--- src/rtl/gobou_serial_writer.sv ---
// -----------------------------------------------------------------------------
// gobou_serial_writer
//
// Purpose:
//   Sits after the gobou 16-lane parallel-to-serial vector stage. Each
//   i_serial_we pulse marks the start of a batch; over the next CORE cycles
//   the serializer presents one lane per cycle on i_serial_data. Every lane
//   that still belongs to the layer is optionally ReLU-clamped and written to
//   the output memory at consecutive addresses starting from the layer base.
//   Lanes of a final partial batch beyond the layer's output count are
//   dropped. Layer completion is reported to the controller with a one-cycle
//   o_done pulse.
//
// Ports:
//   i_clk          clock
//   i_rst          synchronous active-high reset
//   i_start        one-cycle pulse, begins a layer (ignored while busy)
//   i_base_addr    first write address of the layer
//   i_out_size     total outputs in the layer
//   i_relu_en      clamp negative words to zero when 1
//   i_serial_we    batch-start pulse (same pulse that loads the serializer)
//   i_serial_data  serializer output word, signed
//   o_mem_we       output memory write enable
//   o_mem_addr     output memory write address
//   o_mem_wdata    output memory write data
//   o_busy         high from accepted start until done
//   o_done         one-cycle pulse, layer complete
//   o_overrun      sticky, a batch restarted before the previous one finished
// -----------------------------------------------------------------------------
module gobou_serial_writer #(
    parameter int DWIDTH = 16,
    parameter int LWIDTH = 10,
    parameter int AWIDTH = 12,
    parameter int CORE   = 16
) (
    input  logic              i_clk,
    input  logic              i_rst,
    input  logic              i_start,
    input  logic [AWIDTH-1:0] i_base_addr,
    input  logic [LWIDTH-1:0] i_out_size,
    input  logic              i_relu_en,
    input  logic              i_serial_we,
    input  logic [DWIDTH-1:0] i_serial_data,
    output logic              o_mem_we,
    output logic [AWIDTH-1:0] o_mem_addr,
    output logic [DWIDTH-1:0] o_mem_wdata,
    output logic              o_busy,
    output logic              o_done,
    output logic              o_overrun
);

    // Phase runs 1..CORE, so it needs room for the value CORE itself.
    localparam int PWIDTH = $clog2(CORE + 1);

    typedef enum logic [1:0] {
        S_IDLE,
        S_ARMED,
        S_STREAM,
        S_FIN
    } state_t;

    // State and layer context
    state_t              r_state;
    logic [PWIDTH-1:0]   r_phase;
    logic [LWIDTH-1:0]   r_written;
    logic [AWIDTH-1:0]   r_base;
    logic [LWIDTH-1:0]   r_out_size;
    logic                r_relu;

    // Registered outputs
    logic                r_mem_we;
    logic [AWIDTH-1:0]   r_mem_addr;
    logic [DWIDTH-1:0]   r_mem_wdata;
    logic                r_busy;
    logic                r_done;
    logic                r_overrun;

    // Next-state / control decode
    state_t              w_state_nxt;
    logic [PWIDTH-1:0]   w_phase_nxt;
    logic                w_start_ok;
    logic                w_overrun_set;
    logic                w_capture;
    logic                w_last_phase;
    logic [LWIDTH-1:0]   w_written_nxt;
    logic [DWIDTH-1:0]   w_wdata;

    // A lane is written only while the layer still has outputs left; this is
    // what masks the unused lanes of the final partial batch.
    assign w_capture     = (r_state == S_STREAM) && (r_written < r_out_size);
    assign w_written_nxt = r_written + LWIDTH'(w_capture);
    assign w_last_phase  = (r_phase == PWIDTH'(CORE));
    assign w_wdata       = (r_relu && i_serial_data[DWIDTH-1]) ? '0 : i_serial_data;

    // -------------------------------------------------------------------------
    // Next-state logic
    // -------------------------------------------------------------------------
    always_comb begin
        // NOTE: every signal driven here gets a default first, so no path
        // through the case statement can leave one unassigned and infer a latch.
        w_state_nxt   = r_state;
        w_phase_nxt   = r_phase;
        w_start_ok    = 1'b0;
        w_overrun_set = 1'b0;

        case (r_state)
            S_IDLE: begin
                if (i_start) begin
                    w_start_ok  = 1'b1;
                    // An empty layer has nothing to stream; finish straight away.
                    w_state_nxt = (i_out_size == '0) ? S_FIN : S_ARMED;
                end
            end

            S_ARMED: begin
                if (i_serial_we) begin
                    w_state_nxt = S_STREAM;
                    w_phase_nxt = PWIDTH'(1);
                end
            end

            S_STREAM: begin
                if (w_last_phase) begin
                    // The CORE lane is taken this cycle regardless; completion
                    // wins over a coincident batch-start pulse.
                    if (w_written_nxt == r_out_size) begin
                        w_state_nxt = S_FIN;
                    end else if (i_serial_we) begin
                        w_state_nxt = S_STREAM;
                        w_phase_nxt = PWIDTH'(1);
                    end else begin
                        w_state_nxt = S_ARMED;
                    end
                end else if (i_serial_we) begin
                    // Batch restarted early: the current lane is still taken,
                    // the rest of the old batch is lost.
                    w_phase_nxt   = PWIDTH'(1);
                    w_overrun_set = 1'b1;
                end else begin
                    w_phase_nxt = r_phase + PWIDTH'(1);
                end
            end

            S_FIN: begin
                w_state_nxt = S_IDLE;
            end

            default: begin
                w_state_nxt = S_IDLE;
            end
        endcase
    end

    // -------------------------------------------------------------------------
    // State, layer context and registered write port
    // -------------------------------------------------------------------------
    always_ff @(posedge i_clk) begin
        // NOTE: non-blocking assignments only in clocked logic, so every
        // register samples pre-edge values and ordering inside the block is moot.
        if (i_rst) begin
            // NOTE: these are a few flops, not a memory array, so clearing all
            // of them on reset is cheap and gives the quiet outputs the
            // controller expects; an in-flight write is simply dropped.
            r_state     <= S_IDLE;
            r_phase     <= '0;
            r_written   <= '0;
            r_base      <= '0;
            r_out_size  <= '0;
            r_relu      <= 1'b0;
            r_mem_we    <= 1'b0;
            r_mem_addr  <= '0;
            r_mem_wdata <= '0;
            r_busy      <= 1'b0;
            r_done      <= 1'b0;
            r_overrun   <= 1'b0;
        end else begin
            r_state <= w_state_nxt;
            r_phase <= w_phase_nxt;

            if (w_start_ok) begin
                r_base     <= i_base_addr;
                r_out_size <= i_out_size;
                r_relu     <= i_relu_en;
                r_written  <= '0;
                r_busy     <= 1'b1;
                r_overrun  <= 1'b0;
            end else begin
                r_written <= w_written_nxt;
                if (w_overrun_set) begin
                    r_overrun <= 1'b1;
                end
            end

            // One cycle of latency from lane to write. Address uses the
            // pre-increment count and wraps silently at 2^AWIDTH.
            r_mem_we <= w_capture;
            if (w_capture) begin
                r_mem_addr  <= r_base + AWIDTH'(r_written);
                r_mem_wdata <= w_wdata;
            end

            // Done is registered out of FIN so it lands the cycle after the
            // last write; busy drops on the same edge.
            r_done <= (r_state == S_FIN);
            if (r_state == S_FIN) begin
                r_busy <= 1'b0;
            end
        end
    end

    assign o_mem_we    = r_mem_we;
    assign o_mem_addr  = r_mem_addr;
    assign o_mem_wdata = r_mem_wdata;
    assign o_busy      = r_busy;
    assign o_done      = r_done;
    assign o_overrun   = r_overrun;

endmodule
--- config.mk ---
export PLATFORM = sky130hd
export DESIGN_NAME = gobou_serial_writer
export DESIGN_NICKNAME = d
export VERILOG_FILES = /design/src/rtl/gobou_serial_writer.sv
export SDC_FILE = /design/constraint.sdc
export NUM_CORES = 1
export LEC_CHECK = 0
export ABC_AREA = 1
export BUFFER_PORTS_ARGS = -buffer_cell sky130_fd_sc_hd__buf_4
export CORE_MARGIN = 1.5
export CORE_UTILIZATION = 50
export CTS_CLUSTER_SIZE = 8
export DETAILED_ROUTE_END_ITERATION = 6
export GPL_TIMING_DRIVEN = 0
export MAX_ROUTING_LAYER = met4
export PLACE_DENSITY = 0.76
export SKIP_CTS_REPAIR_TIMING = 1
export SYNTH_ARGS = -nofsm -noshare
export SYNTH_HDL_FRONTEND = slang
export SYNTH_SLANG_ARGS = --single-unit
--- constraint.sdc ---
create_clock -name i_clk -period 2.7 [get_ports i_clk]
set_clock_uncertainty 0.1 [all_clocks]
set_input_delay 0.135 -clock i_clk [delete_from_list [all_inputs] [get_ports i_clk]]
set_output_delay 0.135 -clock i_clk [all_outputs]
set_load 0.1 [all_outputs]
======== After elaboration in Yosys (flattened, before gate mapping) ========
Index checks and enable logic that the tools add are counted.
storage, ports and cells
  bits in registers ....................... 72
  word-level logic and storage cells ...... 52
operators by class
  add/sub/neg operators ................... 3
  order comparisons ....................... 1
  equal/unequal tests ..................... 9
  multiplexer cells ....................... 18
  reduce and logical (&&, ||, !) cells .... 9
operators by type and width
  operator                                                          number
  5-bit two-way mux                                                 4
  16-bit two-way mux                                                1
  12-bit by 10-bit adder with 12-bit output                         1
  2-bit two-way mux                                                 6
  10-bit by 1-bit adder with 10-bit output                          1
  10-bit == test                                                    1
  10-bit zero test                                                  1
  10-bit less-than comparator                                       1
  5-bit case mux with 2 select lines                                1
  2-bit case mux with 4 select lines                                1
  2-bit != test (second input constant)                             3
  5-bit by 1-bit adder with 5-bit output (second input constant)    1
  5-bit == test (second input constant)                             1
  1-bit two-way mux                                                 5
  2-bit == test (second input constant)                             2
  2-bit OR reduction                                                2
  3-bit != test (second input constant)                             1
  3-bit AND reduction                                               1
  2-bit by 1-bit == test with 1-bit output (second input constant)  1
  1-bit logical AND                                                 2
  2-bit zero test                                                   1
  2-bit AND reduction                                               1
  2-bit nonzero test                                                1

======== Logic depth before layout (Yosys ltp) ========
  depth in word-level cells ............... 7
  gate-level depth with buffers ........... 22

======== Least setup slack after synthesis ========
Ideal clock, no wire load.
  path kind ............................... reg2reg
  from .................................... reg r_out_size[7]
  to ...................................... reg r_phase[2]
  data arrival time ....................... 2.773 ns
  data required time ...................... 2.536 ns
  path slack .............................. -0.237 ns
  stages on the path, launching flop included .. 23
  path buffers ............................ 1
  cells stage by stage .................... dfxtp_1 > inv_1 > ha_1 > a21oi_1 > o21ai_0 > a21oi_1 > nand3_1 > inv_1 > buf_2 > ha_1 > ha_1 > nand2_2 > nor2_4 > nand2_1 > nand2_2 > nand2_1 > nand2_1 > nand2_1 > nor2_2 > nand4_2 > nand3_2 > nand2_2 > nor2_1
between the ends
  longest elaborated chain between the ends .. 6
ends and longest elaborated chain
  element                                   line  RTL
  from (decl)                               67    logic [LWIDTH-1:0] r_out_size;
  from (signal assigned)                    182   r_out_size <= i_out_size;
  10-bit less-than comparator               90    assign w_capture = (r_state == S_STREAM) && (r_written < r_out_size);
  1-bit logical AND                         90
  via w_capture                             83    logic w_capture;
  10-bit by 1-bit adder with 10-bit output  91    assign w_written_nxt = r_written + LWIDTH'(w_capture);
  10-bit == test                            126   if (w_written_nxt == r_out_size) begin
  3-bit != test (no line)                   -
  2-bit AND reduction (no line)             -
  to (signal assigned)                      178   r_phase <= w_phase_nxt;
  to (decl)                                 64    logic [PWIDTH-1:0] r_phase;
The timed path passes the listed nets, and every way through them passes these cells.
A chain may end at the register's enable or synchronous reset.

======== Final worst setup path ========
Same ends and word-level chain as after synthesis.

==> reports/metrics.cfg <==
[status]
outcome = complete, but fails checks
violations = hold timing, setup timing

[global_route]
grt.total_usage_pct = 27.27
first_global_vias = 3650
grt_pass1_wl_mm = 17.07
grt_overflow = 0
antenna_found_initial = 0
grt_max_degree = 15

[floorplan]
die_h_um = 89.98
ioPinCount = 75
dieArea_mm2 = 0.008096
die_w_um = 89.98
initial_core_util_pct = 51.87
core_mm2 = 0.007292
fp-row-count = 31

[sta]
setup_viol = 7
finalCriticalPeriod_ns = 2.964
worst_pin_slew_ns = 0.5729
max_freq_mhz = 337.4
slew-limit-headroom_pct = 61.81
worst_slack_ns = -0.2638
slew_viol_final = 0
hold_slack_ns = -0.02588
hold_viol = 3
finalCritPeriodShare_pct = 109.8
grt_setup_unrepaired = true

[placement]
gp_congestion = 0.9155
place_area_mm2 = 0.004522
dp_hpwl_mm = 7.778
dp_cells = 690
portBuffers = 74

[flow_run]
drv_cap = 0

[cells_and_area]
fillers = 603
nets = 722
final_cell_mix = 91 x buf_4, 85 x nand2_1, 56 x dfxtp_1
multi_input_area_mm2 = 0.002297
drive_above_1_share_pct = 28.24
fin_area_mm2 = 0.005388
area_growth_pct = 42.44
ff_latch_area_mm2 = 0.001474
utilization_pct = 73.88
antennaDiodeCount = 0
final_common_cell = buf_4
fin_cells = 754

[pwr]
p_clk_share_pct = 18.8
p_seq_share_pct = 31.1
power_mw = 4.762
p_per_area_mw_per_mm2 = 883.8
switching_share_pct = 48.83
power.switching_mw = 2.325
comb_power_share_pct = 50.1
vdd_drop_max_v = 0.0008017
leakagePower_nw = 2.464
p_int_mw = 2.436

[detailed_routing]
vias = 4009
vias_per_cell = 5.317
totalWireLength_mm = 11.62
initialDrtViolationCount = 240
remaining_drc_errors = 0
ant_nets = 0
avgRoutedWirePerCell_um = 15.41
dr.pass1.iters = 5

[synth]
seq_area_frac_synth_pct = 38.11
yosysTopAreaCell = dfxtp_1
synth.top_cell.area_share_pct = 38.11
netlist_instances = 517
syn-num-nets = 589
syn-cell-area_mm2 = 0.003782
syn_area_per_cell_um2 = 7.316
synth_seq_cells = 72
synth.distinct_cells = 35
synth_area_leaders = dfxtp_1 38%, ha_1 9.3%, nand2_1 9.2%, nand3_1 7.8%, a21oi_1 6.1%
yosys_warnings = 0

[clock_tree]
htreeDepth = 3
insertion_delay_ns = 0.37
path_clk_slew_ns = 0.08
cts_buffers = 9
cts_tree = done
cts_sinks = 72
cts_buffer_depth = 2
clockRootBuffer = clkbuf_8

[critical_path]
crit_path_end = r_phase[2]$_SDFFE_PP0P_
crit_path_top_delay_cell = dfxtp_2
cp_top_family = simple AND/OR/NAND/NOR gates
reg2reg_from = r_out_size[7]$_SDFFE_PP0P_
worstSetupPathType = flip-flop to flip-flop
worstRegToRegCells = 22
path_depth = 22
cp_max_fo = 4
crit_top_cell = nand2_2
cp-end-kind = flip-flop
arrival_ns = 3.18
cp_num_buf_inv = 3
slowest_delay_ns = 0.37
cp-startpoint = r_out_size[7]$_SDFFE_PP0P_
r2r-end = r_phase[2]$_SDFFE_PP0P_
crit_chain = inv_4 -> ha_4 -> a21oi_2 -> o21ai_2 -> a21oi_2 -> nand3_2 -> inv_2 -> buf_8 -> ha_4 -> ha_4 -> nand2_4 -> nor2_4 -> nand2_2 -> nand2_2 -> nand2_1 -> nand2_1 -> nand2_2 -> nor2_4 -> nand4_4 -> nand3_2 -> nand2_2 -> nor2_1
rrSetupSlack_ns = -0.26
cp-start-kind = flip-flop
crit_required_ns = 2.91

[min_path]
hold_class = input pin to flip-flop

[worst register-to-register path, stage by stage, from the launching register on]
cell and delay (ns):
dfxtp_2 0.37, inv_4 0.05, ha_4 0.22, a21oi_2 0.15, o21ai_2 0.08, a21oi_2 0.12, nand3_2 0.15, inv_2 0.12
buf_8 0.11, ha_4 0.15, ha_4 0.16, nand2_4 0.07, nor2_4 0.16, nand2_2 0.08, nand2_2 0.09, nand2_1 0.06
nand2_1 0.07, nand2_2 0.07, nor2_4 0.13, nand4_4 0.14, nand3_2 0.11, nand2_2 0.07, nor2_1 0.09
[per-layer routing]
layer / vias up / global-route usage (%) / routed length (um)
met5: - / - / 0
met4: 0 / 8.466 / 176
met3: 16 / 6.430 / 764
met2: 153 / 45.42 / 5990
met1: 1857 / 32.73 / 4689
li1: 1983 / - / -
[Yosys cell counts]
library cell and number:
buf_2 3, nor2_2 5, nor3b_1 1, nor2_1 50
nand2_2 5, fa_1 1, xnor2_1 5, nand4_2 1
inv_2 1, o32ai_1 1, clkinv_1 2, inv_1 51
o21a_1 2, o211ai_1 2, a21oi_1 46, o21ai_0 44
a21o_1 2, nor4_1 2, o2111ai_1 1, nor3_1 2
o21ai_1 2, nand4_1 3, a31oi_1 1, nor2_4 3
nand3_1 59, and3_1 1, clkbuf_1 12, dfxtp_1 72
o21bai_1 1, nand3_2 3, xor2_1 9, nand3b_1 1
buf_4 2, nand2_1 93, ha_1 28
[power groups by stage]
| stage | clock [mW] | combinational [mW] | sequential, mW |
|---|---|---|---|
| 2_1_floorplan | 0 | 0.813 | 2.30 |
| 6_report | 0.894 | 2.39 | 1.48 |
| 4_1_cts | 0.896 | 2.15 | 1.47 |
| 3_3_place_gp | 0 | 2.11 | 1.48 |
| 3_5_place_dp | 0 | 2.13 | 1.48 |
| 5_1_grt | 0.943 | 2.55 | 1.51 |
[kinds of logic (layout without fill, tap and decap cells)]
group	Yosys count	in the layout	share of synthesized area (%)
fa+ha+maj	29	29	9.792
compound gates	102	102	14.19
xor+xnor	14	14	3.242
simple gates	229	229	27.32
buf+inv	71	209	7.343
flops	72	72	38.11
[flip-flops by register name, summed over array words and instances (netlist names)]
signal,cells
o_mem_addr,12
r_written,10
o_done,1
o_mem_we,1
o_busy,1
r_relu,1
r_state,2
r_out_size,10
o_mem_wdata,16
r_base,12
o_overrun,1
r_phase,5
[cell type report]
type                            instances  share of cell area [%]
Inverter                               54                   3.855
Clock inverter                          7                   1.440
Sequential cell                        72                   27.36
Buffer                                 17                   1.579
Tap cell                               99                   2.299
Multi-Input combinational cell        374                   42.64
Timing Repair Buffer                  122                   18.53
Clock buffer                            9                   2.299
[how the worst min path moves through the flow]
stage	start	to	cells past startpoint
after floorplan	i_rst	r_phase[0]$_SDFFE_PP0P_	1
after global placement	i_serial_data[11]	o_mem_wdata[11]$_SDFFE_PP0P_	3
after detailed placement	i_serial_data[14]	o_mem_wdata[14]$_SDFFE_PP0P_	3
after CTS	i_serial_data[14]	o_mem_wdata[14]$_SDFFE_PP0P_	3
after global routing	i_base_addr[10]	r_base[10]$_SDFFE_PP0P_	3
final	i_out_size[7]	r_out_size[7]$_SDFFE_PP0P_	3
[through the flow]
| stage | setup WS (ns) | setup TNS (ns) | hold WS (ns) |
|---|---|---|---|
| 2_1_floorplan | 0.006099 | 0 | 0.1041 |
| 3_3_place_gp | -0.4903 | -3.078 | 0.2501 |
| 3_5_place_dp | -0.5289 | -3.363 | 0.2560 |
| 4_1_cts | -0.5460 | -3.472 | -0.1279 |
| 5_1_grt | -0.5236 | -3.148 | -0.001405 |
| 6_report | -0.2638 | -1.487 | -0.02588 |
No activity file was read; power rests on OpenSTA's default activity.
